$ cat src/rtl/kv_line_fetcher_if.sv
// rtl/kv_line_fetcher_if.sv - request, line-response and memory-read channels of kv_line_fetcher
// Member names keep their i_/o_ prefixes because i_mem_valid and o_mem_valid would otherwise collide.
interface kv_line_fetcher_if #(
  parameter int DATA_WIDTH = 32,
  parameter int ADDR_WIDTH = 32,
  parameter int LINE_SIZE  = 4
);
  logic [ADDR_WIDTH-1:0] i_req_addr;
  logic                  i_req_valid;
  logic                  o_req_ready;

  logic [DATA_WIDTH-1:0] o_line_data [LINE_SIZE-1:0];
  logic [ADDR_WIDTH-1:0] o_line_addr;
  logic                  o_line_valid;
  logic                  i_line_ready;

  logic [ADDR_WIDTH-1:0] o_mem_addr;
  logic                  o_mem_valid;
  logic                  i_mem_ready;
  logic [DATA_WIDTH-1:0] i_mem_data;
  logic                  i_mem_valid;

  modport slave (
    input  i_req_addr, i_req_valid, i_line_ready, i_mem_ready, i_mem_data, i_mem_valid,
    output o_req_ready, o_line_data, o_line_addr, o_line_valid, o_mem_addr, o_mem_valid
  );

  modport master (
    output i_req_addr, i_req_valid, i_line_ready, i_mem_ready, i_mem_data, i_mem_valid,
    input  o_req_ready, o_line_data, o_line_addr, o_line_valid, o_mem_addr, o_mem_valid
  );
endinterface

$ cat src/rtl/kv_line_fetcher.sv
// rtl/kv_line_fetcher.sv - KV-cache line fill engine: issues LINE_SIZE word reads and returns the assembled line
// Optional macro CRITICAL_WORD_FIRST_EN issues reads starting from the requested word (wrapping).
module kv_line_fetcher #(
  parameter int DATA_WIDTH = 32,
  parameter int ADDR_WIDTH = 32,
  parameter int LINE_SIZE  = 4
) (
  input  logic               i_clk,
  input  logic               i_rst,
  kv_line_fetcher_if.slave   bus
);

  localparam int BYTES = DATA_WIDTH / 8;
  localparam int WB    = $clog2(BYTES);
  localparam int OFS   = $clog2(LINE_SIZE * BYTES);
  localparam int IW    = $clog2(LINE_SIZE);
  localparam int CW    = IW + 1;

  localparam logic [CW-1:0]         LAST_IDX  = CW'(LINE_SIZE - 1);
  localparam logic [ADDR_WIDTH-1:0] BASE_MASK = {ADDR_WIDTH{1'b1}} << OFS;

  typedef enum logic [1:0] {
    IDLE = 2'd0,
    FILL = 2'd1,
    RESP = 2'd2
  } state_t;

  state_t                state;
  logic [ADDR_WIDTH-1:0] base;
  logic [CW-1:0]         issue_cnt;
  logic [CW-1:0]         recv_cnt;
  logic [DATA_WIDTH-1:0] line_buf [LINE_SIZE-1:0];

  logic [ADDR_WIDTH-1:0] req_base;
  logic [IW-1:0]         req_start;
  logic [IW-1:0]         start;
  logic [CW-1:0]         issue_nxt;
  logic [IW-1:0]         issue_slot_nxt;
  logic [IW-1:0]         recv_slot;

`ifdef CRITICAL_WORD_FIRST_EN
  logic [IW-1:0] start_q;
  assign req_start = bus.i_req_addr[OFS-1:WB];
  assign start     = start_q;

  always_ff @(posedge i_clk) begin
    if (i_rst) begin
      start_q <= '0;
    end else if (state == IDLE && bus.i_req_valid) begin
      start_q <= req_start;
    end
  end
`else
  assign req_start = '0;
  assign start     = '0;
`endif

  function automatic logic [ADDR_WIDTH-1:0] word_addr(input logic [ADDR_WIDTH-1:0] b,
                                                      input logic [IW-1:0]         slot);
    word_addr = b + (ADDR_WIDTH'(slot) << WB);
  endfunction

  assign req_base       = bus.i_req_addr & BASE_MASK;
  assign issue_nxt      = issue_cnt + CW'(1);
  // Slot arithmetic truncates to IW bits, giving the modulo-LINE_SIZE wrap for free.
  assign issue_slot_nxt = start + issue_nxt[IW-1:0];
  assign recv_slot      = start + recv_cnt[IW-1:0];

  // o_mem_addr is precomputed one step ahead so it is stable for the whole handshake.
  always_ff @(posedge i_clk) begin
    if (i_rst) begin
      state            <= IDLE;
      issue_cnt        <= '0;
      recv_cnt         <= '0;
      bus.o_req_ready  <= 1'b1;
      bus.o_mem_valid  <= 1'b0;
      bus.o_line_valid <= 1'b0;
      bus.o_line_addr  <= '0;
      bus.o_mem_addr   <= '0;
    end else begin
      unique case (state)
        IDLE: begin
          if (bus.i_req_valid) begin
            base            <= req_base;
            issue_cnt       <= '0;
            recv_cnt        <= '0;
            bus.o_req_ready <= 1'b0;
            bus.o_mem_valid <= 1'b1;
            bus.o_mem_addr  <= word_addr(req_base, req_start);
            state           <= FILL;
          end
        end
        FILL: begin
          if (bus.o_mem_valid && bus.i_mem_ready) begin
            issue_cnt <= issue_nxt;
            if (issue_cnt == LAST_IDX) begin
              bus.o_mem_valid <= 1'b0;
            end else begin
              bus.o_mem_addr <= word_addr(base, issue_slot_nxt);
            end
          end
          if (bus.i_mem_valid) begin
            recv_cnt <= recv_cnt + CW'(1);
            if (recv_cnt == LAST_IDX) begin
              bus.o_line_valid <= 1'b1;
              bus.o_line_addr  <= base;
              state            <= RESP;
            end
          end
        end
        RESP: begin
          if (bus.i_line_ready) begin
            bus.o_line_valid <= 1'b0;
            bus.o_req_ready  <= 1'b1;
            state            <= IDLE;
          end
        end
        default: begin
          state <= IDLE;
        end
      endcase
    end
  end

  // The line buffer is deliberately not reset; only FILL-state returns may write it.
  always_ff @(posedge i_clk) begin
    if (!i_rst && state == FILL && bus.i_mem_valid) begin
      line_buf[recv_slot] <= bus.i_mem_data;
    end
  end

  for (genvar k = 0; k < LINE_SIZE; k++) begin : g_line_out
    assign bus.o_line_data[k] = line_buf[k];
  end

endmodule

$ cat src/flat_wrapper.sv
// flat-port wrapper written by rule: the top's interface ports become plain ports
module kv_line_fetcher_flat 
#(
  parameter int DATA_WIDTH = 32,
  parameter int ADDR_WIDTH = 32,
  parameter int LINE_SIZE  = 4
)
  (i_clk, i_rst, bus_i_req_addr, bus_i_req_valid, bus_i_line_ready, bus_i_mem_ready, bus_i_mem_data, bus_i_mem_valid, bus_o_req_ready, bus_o_line_data, bus_o_line_addr, bus_o_line_valid, bus_o_mem_addr, bus_o_mem_valid);
  kv_line_fetcher_if #(.DATA_WIDTH(DATA_WIDTH), .ADDR_WIDTH(ADDR_WIDTH), .LINE_SIZE(LINE_SIZE)) bus_i ();
  input  logic i_clk;
  input  logic i_rst;
  input wire logic [$bits(bus_i.i_req_addr)-1:0] bus_i_req_addr;
  input wire logic [$bits(bus_i.i_req_valid)-1:0] bus_i_req_valid;
  input wire logic [$bits(bus_i.i_line_ready)-1:0] bus_i_line_ready;
  input wire logic [$bits(bus_i.i_mem_ready)-1:0] bus_i_mem_ready;
  input wire logic [$bits(bus_i.i_mem_data)-1:0] bus_i_mem_data;
  input wire logic [$bits(bus_i.i_mem_valid)-1:0] bus_i_mem_valid;
  output wire logic [$bits(bus_i.o_req_ready)-1:0] bus_o_req_ready;
  output wire logic [$bits(bus_i.o_line_data)-1:0] bus_o_line_data;
  output wire logic [$bits(bus_i.o_line_addr)-1:0] bus_o_line_addr;
  output wire logic [$bits(bus_i.o_line_valid)-1:0] bus_o_line_valid;
  output wire logic [$bits(bus_i.o_mem_addr)-1:0] bus_o_mem_addr;
  output wire logic [$bits(bus_i.o_mem_valid)-1:0] bus_o_mem_valid;
  assign bus_i.i_req_addr = bus_i_req_addr;
  assign bus_i.i_req_valid = bus_i_req_valid;
  assign bus_i.i_line_ready = bus_i_line_ready;
  assign bus_i.i_mem_ready = bus_i_mem_ready;
  assign bus_i.i_mem_data = bus_i_mem_data;
  assign bus_i.i_mem_valid = bus_i_mem_valid;
  assign bus_o_req_ready = bus_i.o_req_ready;
  assign bus_o_line_data = {>>{bus_i.o_line_data}};
  assign bus_o_line_addr = bus_i.o_line_addr;
  assign bus_o_line_valid = bus_i.o_line_valid;
  assign bus_o_mem_addr = bus_i.o_mem_addr;
  assign bus_o_mem_valid = bus_i.o_mem_valid;
  kv_line_fetcher #(.DATA_WIDTH(DATA_WIDTH), .ADDR_WIDTH(ADDR_WIDTH), .LINE_SIZE(LINE_SIZE)) u_core (.i_clk(i_clk), .i_rst(i_rst), .bus(bus_i));
endmodule
$ cat config.mk
export PLATFORM = sky130hd
export DESIGN_NAME = kv_line_fetcher_flat
export DESIGN_NICKNAME = d
export VERILOG_FILES = /design/src/rtl/kv_line_fetcher_if.sv /design/src/rtl/kv_line_fetcher.sv /design/src/flat_wrapper.sv
export SDC_FILE = /design/constraint.sdc
export NUM_CORES = 1
export LEC_CHECK = 0
export BUFFER_PORTS_ARGS = -buffer_cell sky130_fd_sc_hd__buf_2
export CAP_MARGIN = 20
export CORE_MARGIN = 3
export CORE_UTILIZATION = 50
export CTS_CLUSTER_SIZE = 12
export DETAILED_ROUTE_END_ITERATION = 10
export GPL_TIMING_DRIVEN = 0
export PLACE_DENSITY = 0.79
export SETUP_SLACK_MARGIN = 0.02
export SYNTH_ARGS = -nofsm -noshare
export SYNTH_HDL_FRONTEND = slang
export SYNTH_SLANG_ARGS = --single-unit
$ cat constraint.sdc
create_clock -name i_clk -period 5.46 [get_ports i_clk]
set_clock_uncertainty 0.1 [all_clocks]
set_input_delay 1.365 -clock i_clk [delete_from_list [all_inputs] [get_ports i_clk]]
set_output_delay 1.365 -clock i_clk [all_outputs]
set_load 0.01 [all_outputs]
Word-level counts from Yosys, hierarchy flattened
Memories as Yosys holds them, arrays and structs flattened.
Index checks and enable logic that the tools add are counted.
{"block": "word_totals", "inputBits": 70, "ram_bits": 128, "mem_count": 1, "word_cells": 69, "ff_bits": 99, "out_inout_bits": 195}
{"memory": "u_core.line_buf", "depth": 4, "word_bits": 32, "rd": 4, "rd_clocked_by_memory_dff": 0, "write_ports": 1, "line": "kv_line_fetcher.sv:32", "text": "logic [DATA_WIDTH-1:0] line_buf [LINE_SIZE-1:0];"}
{"block": "classes", "mux": 27, "addsub": 3, "reduce_logical": 17, "bitwise": 1, "n_eq_ne": 11}
{"op": "$mux W32", "n": 3}
{"op": "$pmux W32 S2", "n": 1}
{"op": "$add A32 B4 Y32", "n": 1}
{"op": "$reduce_and A4 Y1", "n": 4}
{"op": "$reduce_and A3 Y1", "n": 5}
{"op": "$pmux W3 S2", "n": 2}
{"op": "$mux W1", "n": 10}
{"op": "$mux W3", "n": 3}
{"op": "$mux W2", "n": 4}
{"op": "$ne A2 B2 Y1 const B", "n": 4}
{"op": "$add A3 B1 Y3 const B", "n": 2}
{"op": "$eq A3 B2 Y1 const B", "n": 2}
{"op": "$ne A2 B1 Y1 const B", "n": 3}
{"op": "$pmux W1 S2", "n": 3}
{"op": "$pmux W2 S3", "n": 1}
{"op": "$reduce_bool A2 Y1", "n": 3}
{"op": "$logic_and A1 B1 Y1", "n": 3}
{"op": "$eq A2 B1 Y1 const B", "n": 1}
{"op": "$eq A2 B2 Y1 const B", "n": 1}
{"op": "$logic_not A2 Y1", "n": 1}
{"op": "$logic_not A1 Y1", "n": 1}
{"op": "$not A1 Y1", "n": 1}

Depth between registers and ports, before layout
Gate-level depths: netlist of run 1.
{"block": "logic_depth", "ltp_word": 5, "depth_mapped": 7, "mapped_depth_nobuf": 5}

Worst setup path before layout of run 1
OpenSTA, ideal clock, no wires.
{"block": "synth_path", "kind": "input to register", "startpoint": "input port i_rst", "endpoint": "register u_core.base[10] (enable)", "required_ps": 4912, "setup_ps": 448, "path_buffers": 2, "path_slack_ps": 1189, "path_stages": 3, "arrival_time_ps": 3723, "path_cell_list": "clkbuf_1 -> clkbuf_1 -> nor3_1"}
{"block": "synth_via", "elab_chain_cells": 2}
{"item": "from (decl)", "line": "flat_wrapper.sv:11", "text": "input logic i_rst;"}
{"item": "$not A1 Y1 (no source line)"}
{"item": "$reduce_and A3 Y1 (no source line)"}
{"item": "to (signal assigned)", "line": "kv_line_fetcher.sv:84", "text": "base <= req_base;"}
{"item": "to (decl)", "line": "kv_line_fetcher.sv:29", "text": "logic [ADDR_WIDTH-1:0] base;"}
Every way passes these cells.
A chain may end at the register's enable or synchronous reset.

Final worst setup path of run 1
{"block": "layout_path", "startpoint": "input port i_rst", "endpoint": "memory u_core.line_buf[3][31] (enable)"}
{"block": "layout_via", "elab_chain_cells": 5}
{"item": "$logic_not A1 Y1", "line": "kv_line_fetcher.sv:127", "text": "if (!i_rst && state == FILL && bus.i_mem_valid) begin"}
{"item": "$logic_and A1 B1 Y1 (2 in a row)", "line": "kv_line_fetcher.sv:127"}
{"item": "$mux W1", "line": "kv_line_fetcher.sv:127"}
{"item": "$mux W1 (not written as such)", "line": "kv_line_fetcher.sv:128", "text": "line_buf[recv_slot] <= bus.i_mem_data;"}
{"item": "to (decl)", "line": "kv_line_fetcher.sv:32"}
Every way passes these cells.

==> results of run 1 <==
-- path summary, 6_finish.rpt --
| kind | to | cells past startpoint | slack (ns) |
|---|---|---|---|
| worst min register to register | u_core.bus.o_line_addr[22] | 2 | 0.35 |
| worst max register to register | u_core.line_buf[3][31] | 4 | 2.98 |
| worst max-delay path | u_core.line_buf[3][31] | 4 | 2.45 |
| worst min-delay path | u_core.bus.o_line_addr[22] | 2 | 0.35 |
-- cell families after synthesis --
logic type,Yosys count,synth area share (%)
compound gates,106,10.32
simple gates,87,5.269
mux,29,3.639
fa+ha+maj,7,1.098
flops,225,76.04
other cells,1,0.04701
buf+inv,49,3.592
-- synthesized netlist by cell type, drive strengths merged (4+ instances only) --
library cell and instances:
edfxtp 156, clkbuf 19, o21ai 6, inv 7
nand2 59, ha 7, a2111oi 28, mux2i 29
a21oi 37, and2 4, buf 23, dfxtp 69
a31o 29
-- per-layer routing --
metal / share of wire, % / vias to the layer above / routed length, µm
met5: 0 / - / 0
met1: 38 / 2592 / 7517
met2: 50 / 278 / 9806
li1: - / 2476 / -
met3: 8.8 / 41 / 1716
met4: 2.5 / 0 / 487
-- final cells by class --
cell class                 instances  area [µm²]
multi-input combinational        235        1654
fill                            1123        5165
timing repair buffer             255        1296
sequential                       225        6066
antenna                            1       2.502
tap                              211       264.0
clock inverter                     2       13.76
clock buffer                      40       679.4
inverter                           7       26.28
buffer                            42       260.3
-- report_power, final --
part | leakage, µW | internal (µW) | switching, µW
Sequential | 0.00197 | 1860 | 17.1
Combinational | 0.00171 | 80.8 | 114
Clock | 0.000336 | 840 | 585
Total | 0.00402 | 2780 | 716
-- flip-flops by register name, indices dropped and copies added, names as in the netlist --
| signal | flops |
|---|---|
| u_core.bus.o_mem_addr | 30 |
| u_core.issue_cnt | 3 |
| u_core.base | 28 |
| u_core.line_buf | 128 |
| u_core.recv_cnt | 3 |
| u_core.bus.o_line_valid | 1 |
| u_core.state | 2 |
| u_core.bus.o_req_ready | 1 |
| u_core.bus.o_line_addr | 28 |
| u_core.bus.o_mem_valid | 1 |
-- stage by stage --
| stage | setup slack, ns | instance area (µm²) |
|---|---|---|
| after floorplan | 1.189 | 7996 |
| after global placement | 0.05037 | 9527 |
| after detailed placement | 1.915 | 9567 |
| after CTS | 2.421 | 10260 |
| after global routing | 2.335 | 10260 |
| final | 2.445 | 10260 |
-- worst register-to-register path, cell delays in order, from the launching register on --
cell and delay (ns):
dfxtp_1 0.36, clkbuf_1 0.23, nand2b_1 0.23, nor3b_1 0.35, and2_2 0.81
==> results by group, run 1 <==
Worst hold path
  • Hold Startpoint: u_core.bus.o_line_addr[22]
  • Hold crit path type: flop to flop

Global route
  • Met2 Use GR: 37.40%
  • Gr usage total: 21.19%
  • Pin count of the biggest net entering global routing: 33
  • GRT Residual Overflow: 0
  • Initial antenna violation count: 1
  • Routing usage on met1: 25.30%
  • Vias in the first global route: 5581
  • Most crowded layer after global routing: met2
  • Met3 usage: 5.802%
  • First-pass GRT wire length: 29810 µm

Yosys
  • Yosys top cell area share: 58.72%
  • Synth cell types: 39
  • Synth Instances: 504
  • Synth warn: 0
  • Post-synth EDFFs: 156
  • Syn_area_per_cell: 15.83 µm²
  • Synth Register Bits: 225
  • Register area share after synthesis: 76.04%
  • Top FF cell, synth: edfxtp_1
  • Synth area leaders: edfxtp_1, dfxtp_1, mux2i_1
  • Async SR Flop Fraction: 0%
  • Synth Cell Area: 7978 µm²
  • Dominant cell type by area after synthesis: edfxtp_1

STA
  • Setup_tns: 0 ns
  • Worst Max-Slew Pin Slew: 0.8823 ns
  • Period utilisation layout: 55.22%
  • Minimum clock period: 3.015 ns
  • WHS: 0.3540 ns
  • RSZ-0062 raised after global routing: no
  • Slew Limit Fails: 0
  • Fmax achieved: 331.7 MHz
  • Final setup fails: 0
  • Worst relative slew slack: 41.18%
  • Hold Fails Final Rpt: 0

Route
  • DRT iter0 DRCs: 330
  • Routed wire length: 19530 µm
  • Via-to-Cell Ratio: 5.292
  • Drt first pass iters: 5
  • # DRC: 0
  • Final ANT Viol Nets: 0
  • DR vias: 5387
  • Routed wire per std cell: 19.18 µm

Power and ir drop
  • VDD IR max: 216.5 µV
  • Total Power: 3496 µW
  • Power Density: 340.6 nW/µm²
  • Pleak: 0.004020 µW

Final layout
  • Final Util: 66.52%
  • Commonest non-fill, non-tap cells in the layout: buf_2, edfxtp_1, dfxtp_1
  • Share of cells above drive strength 1: 40.32%
  • Area growth syn-to-layout: 28.64%
  • Most common cell after layout, fill and taps aside: buf_2
  • Total Nets Final: 866
  • Non-Filler Instances: 1018

CTS
  • Worst-path clk slew: 0.06 ns
  • CTS max path bufs: 3
  • Post-CTS resize count: 0
  • # Post-CTS Setup Buffers: 0
  • CTS tree: done
  • Root Buffer: clkbuf_16
  • # clock sinks: 225
  • Cts hold-fix bufs: 0
  • Num CTS Buffers: 23
  • Clk_lat worst skew: 0.49 ns
  • H-tree depth: 1

Setup path
  • Critical Path AT: 3.03 ns
  • Critical Path Start: i_rst
  • Crit end category: flop
  • Crit path required time: 5.47 ns
  • Crit path max fanout: 32
  • Max incr delay on CP: 0.80 ns
  • FF-to-FF Start: u_core.state[1]
  • CP cell instances: clkbuf_1, buf_2, nor3b_1, and2_2
  • Critical path's top delay family: simple AND/OR/NAND/NOR gates
  • Slowest stage cell, crit path: and2_2
  • Startpoint Class: input port
  • Critical path class: input port to flop
  • CP Buf/Inv Count: 2

Placement
  • Dpl cells: 975
  • DP HPWL: 14050 µm
  • Port buffer count: 253
  • Gpl congestion: 0.9015

Floorplanning
  • Die Wd: 132.3 µm
  • Die area: 17510 µm²
  • Die height: 132.3 µm
  • CORE AREA: 15430 µm²
  • Initial Util: 51.71%
  • Num rows: 45
  • # IOs: 265

Run
  • Maxcap violations: 0

Outcome
  • Status: finished, final reports clean
Note: power is estimated with default switching activity, not from simulation.
==> inputs of run 2 (changes only) <==
--- a/config.mk
+++ b/config.mk
@@ -5,14 +5,15 @@
 export SDC_FILE = /design/constraint.sdc
 export NUM_CORES = 1
 export LEC_CHECK = 0
+export ABC_AREA = 1
 export BUFFER_PORTS_ARGS = -buffer_cell sky130_fd_sc_hd__buf_2
 export CAP_MARGIN = 20
 export CORE_MARGIN = 3
-export CORE_UTILIZATION = 50
+export CORE_UTILIZATION = 45
 export CTS_CLUSTER_SIZE = 12
 export DETAILED_ROUTE_END_ITERATION = 10
 export GPL_TIMING_DRIVEN = 0
-export PLACE_DENSITY = 0.79
+export PLACE_DENSITY = 0.75
 export SETUP_SLACK_MARGIN = 0.02
 export SYNTH_ARGS = -nofsm -noshare
 export SYNTH_HDL_FRONTEND = slang
==> constraint.sdc (replaced) <==
create_clock -name i_clk -period 2.61 [get_ports i_clk]
set_clock_uncertainty 0.1 [all_clocks]
set_input_delay 0.6525 -clock i_clk [delete_from_list [all_inputs] [get_ports i_clk]]
set_output_delay 0.6525 -clock i_clk [all_outputs]
set_load 0.01 [all_outputs]
==> run 2 against run 1 <==
Wire length is 1.8% lower; sequential power is 110% higher; clock-buffer cell count stayed put; sequential share of layout area is 0.75 points lower; highest routed layer unchanged; final cell count is 16% higher.
==> results by group, run 2 <==
Setup path
  • FF-to-FF Start: u_core.state[0]
  • Critical Path AT: 2.44 ns
  • R2r worst-path depth: 6
  • Reg2reg setup slack: 0.26 ns
  • Crit path required time: 2.70 ns
  • Startpoint Class: flop
  • FF-to-FF End: u_core.line_buf[3][8]
  • Crit path max fanout: 26
  • Crit end category: flop
  • Critical path class: flop to flop

Worst hold path
  • Hold Startpoint: bus_i_req_addr[6]
  • Hold crit path type: input port to flop
  • Hold Path Depth: 1
  • Min-Delay Endpoint: u_core.base[6]

Placement
  • Port buffer count: 254
  • Gpl congestion: 0.7983
  • DP HPWL: 13670 µm
  • Dpl cells: 1135

STA
  • Worst Max-Slew Pin Slew: 0.8969 ns
  • Worst relative slew slack: 40.07%
  • Minimum clock period: 2.350 ns
  • Slew Limit Fails: 0
  • Setup_tns: 0 ns
  • WHS: 0.2420 ns
  • Hold Fails Final Rpt: 0
  • RSZ-0062 raised after global routing: no
  • Period utilisation layout: 90.05%
  • Fmax achieved: 425.5 MHz
  • Final setup fails: 0

CTS
  • Cts hold-fix bufs: 0
  • H-tree depth: 1
  • Root Buffer: clkbuf_16
  • # clock sinks: 225
  • Worst-path clk slew: 0.06 ns
  • # Post-CTS Setup Buffers: 0
  • Post-CTS resize count: 0
  • CTS max path bufs: 3
  • Clk_lat worst skew: 0.50 ns
  • Num CTS Buffers: 24
  • CTS tree: done

Route
  • Drt first pass iters: 5
  • Final ANT Viol Nets: 0
  • DRT iter0 DRCs: 329
  • Routed wire per std cell: 16.24 µm
  • Routed wire length: 19180 µm
  • DR vias: 5559
  • # DRC: 0
  • Via-to-Cell Ratio: 4.707

Floorplanning
  • Die area: 19230 µm²
  • Num rows: 47
  • # IOs: 265
  • Initial Util: 46.92%
  • Die height: 138.7 µm
  • Die Wd: 138.7 µm
  • CORE AREA: 16880 µm²

Yosys
  • Post-synth EDFFs: 156
  • Yosys top cell area share: 59.16%
  • Synth area leaders: edfxtp_1, dfxtp_1, nand2_1
  • Register area share after synthesis: 76.60%
  • Dominant cell type by area after synthesis: edfxtp_1
  • Most frequent cell after synthesis: nand2_1
  • Async SR Flop Fraction: 0%
  • Synth warn: 0
  • Synth Register Bits: 225
  • Synth Cell Area: 7919 µm²
  • Synth cell types: 22
  • Commonest cells in the synthesized netlist: nand2_1, edfxtp_1, nor2_1
  • Synth Instances: 652
  • Top FF cell, synth: edfxtp_1
  • Syn_area_per_cell: 12.15 µm²

Final layout
  • Share of cells above drive strength 1: 33.51%
  • Fill cell count: 1345
  • Commonest non-fill, non-tap cells in the layout: buf_2, nand2_1, edfxtp_1
  • Largest regs: u_core.line_buf (128), u_core.bus.o_mem_addr (30)
  • Max FFs per register: 128
  • Antenna diodes: 0
  • Non-Filler Instances: 1181
  • Total Nets Final: 1020
  • Area growth syn-to-layout: 31.25%
  • Most flops, register: u_core.line_buf
  • Most common cell after layout, fill and taps aside: buf_2
  • Final Util: 61.58%

Global route
  • Vias in the first global route: 5420
  • First-pass GRT wire length: 30220 µm
  • Initial antenna violation count: 0
  • Pin count of the biggest net entering global routing: 31
  • GRT Residual Overflow: 0
  • Gr usage total: 19.35%

Power and ir drop
  • Total Power: 7814 µW
  • Pleak: 0.004518 µW
  • Power Density: 751.8 nW/µm²
  • VDD IR max: 700.1 µV

Run
  • Maxcap violations: 0

Outcome
  • Status: finished, final reports clean
-- run 2: cell count changes after synthesis, moves of 4 or more --
cell,change
a2111oi_1,-12
clkbuf_1,-8
a21oi_1,-4
o21ai_0,+26
a2111oi_2,-8
mux2i_1,-29
nor2_1,+75
a2111oi_0,-8
a31o_1,-28
nand2_1,+102
and2_1,-4
inv_1,+65
-- run 2: how the worst max path moves through the flow --
stage                         start                      to  slack [ns]  depth (start not counted)
floorplan                     i_rst   u_core.line_buf[0][0]       -0.40                          4
CTS                 u_core.state[0]  u_core.line_buf[2][24]        0.10                          6
global placement              i_rst  u_core.line_buf[0][31]       -1.83                          5
detailed placement            i_rst  u_core.line_buf[2][10]       -0.36                          6
global route        u_core.state[0]   u_core.line_buf[3][8]        0.06                          6
finish              u_core.state[0]   u_core.line_buf[3][8]        0.26                          6
-- run 2: logic make-up (layout without fill, tap and decap cells) --
kind of cell / Yosys count / count (layout) / share of synthesized area [%]
compound gates: 69 / 69 / 4.503
other cells: 1 / 6 / 0.04736
flops: 225 / 225 / 76.60
buf+inv: 104 / 408 / 5.830
fa+ha+maj: 7 / 7 / 1.106
simple gates: 246 / 246 / 11.91
-- run 2: cell type report --
cell class / instances / area (µm²) / area share, %
flip-flops and latches: 225 / 6066 / 58.36
repair buffers: 260 / 1374 / 13.22
clock inverters: 4 / 58.81 / 0.5658
well taps: 220 / 275.3 / 2.648
multi-input cells: 328 / 1448 / 13.93
clock buffers: 40 / 710.7 / 6.838
inverters: 73 / 274.0 / 2.636
plain buffers: 31 / 187.7 / 1.806
-- run 2: critical path: stages, from the launching register on --
cell	delay (ns)
dfxtp_1	0.38
inv_2	0.07
nor2_4	0.23
buf_2	0.28
nand3_1	0.34
nor2_4	0.38
buf_12	0.24
-- run 2: routing by layer --
layer  part of all wire [%]  vias to the layer above  GRT usage [%]  wire (µm)
met4                    2.3                        0          5.098        440
met1                     40                     2560          24.56       7703
met5                      0                        -              0          0
li1                       -                     2703              -          -
met3                     10                       32          5.828       1975
met2                     47                      264          32.71       9061
-- run 2: power by group --
| group | internal, µW | switching [µW] |
|---|---|---|
| combinational | 219 | 374 |
| clock | 1950 | 1290 |
| sequential | 3930 | 53.1 |
-- run 2: metrics by stage --
step,area (µm²),setup slack (ns)
5_1_grt,10390,0.05679
3_3_place_gp,9484,-1.835
3_5_place_dp,9609,-0.3564
4_1_cts,10380,0.1044
6_report,10390,0.2598
2_1_floorplan,7938,-0.4022
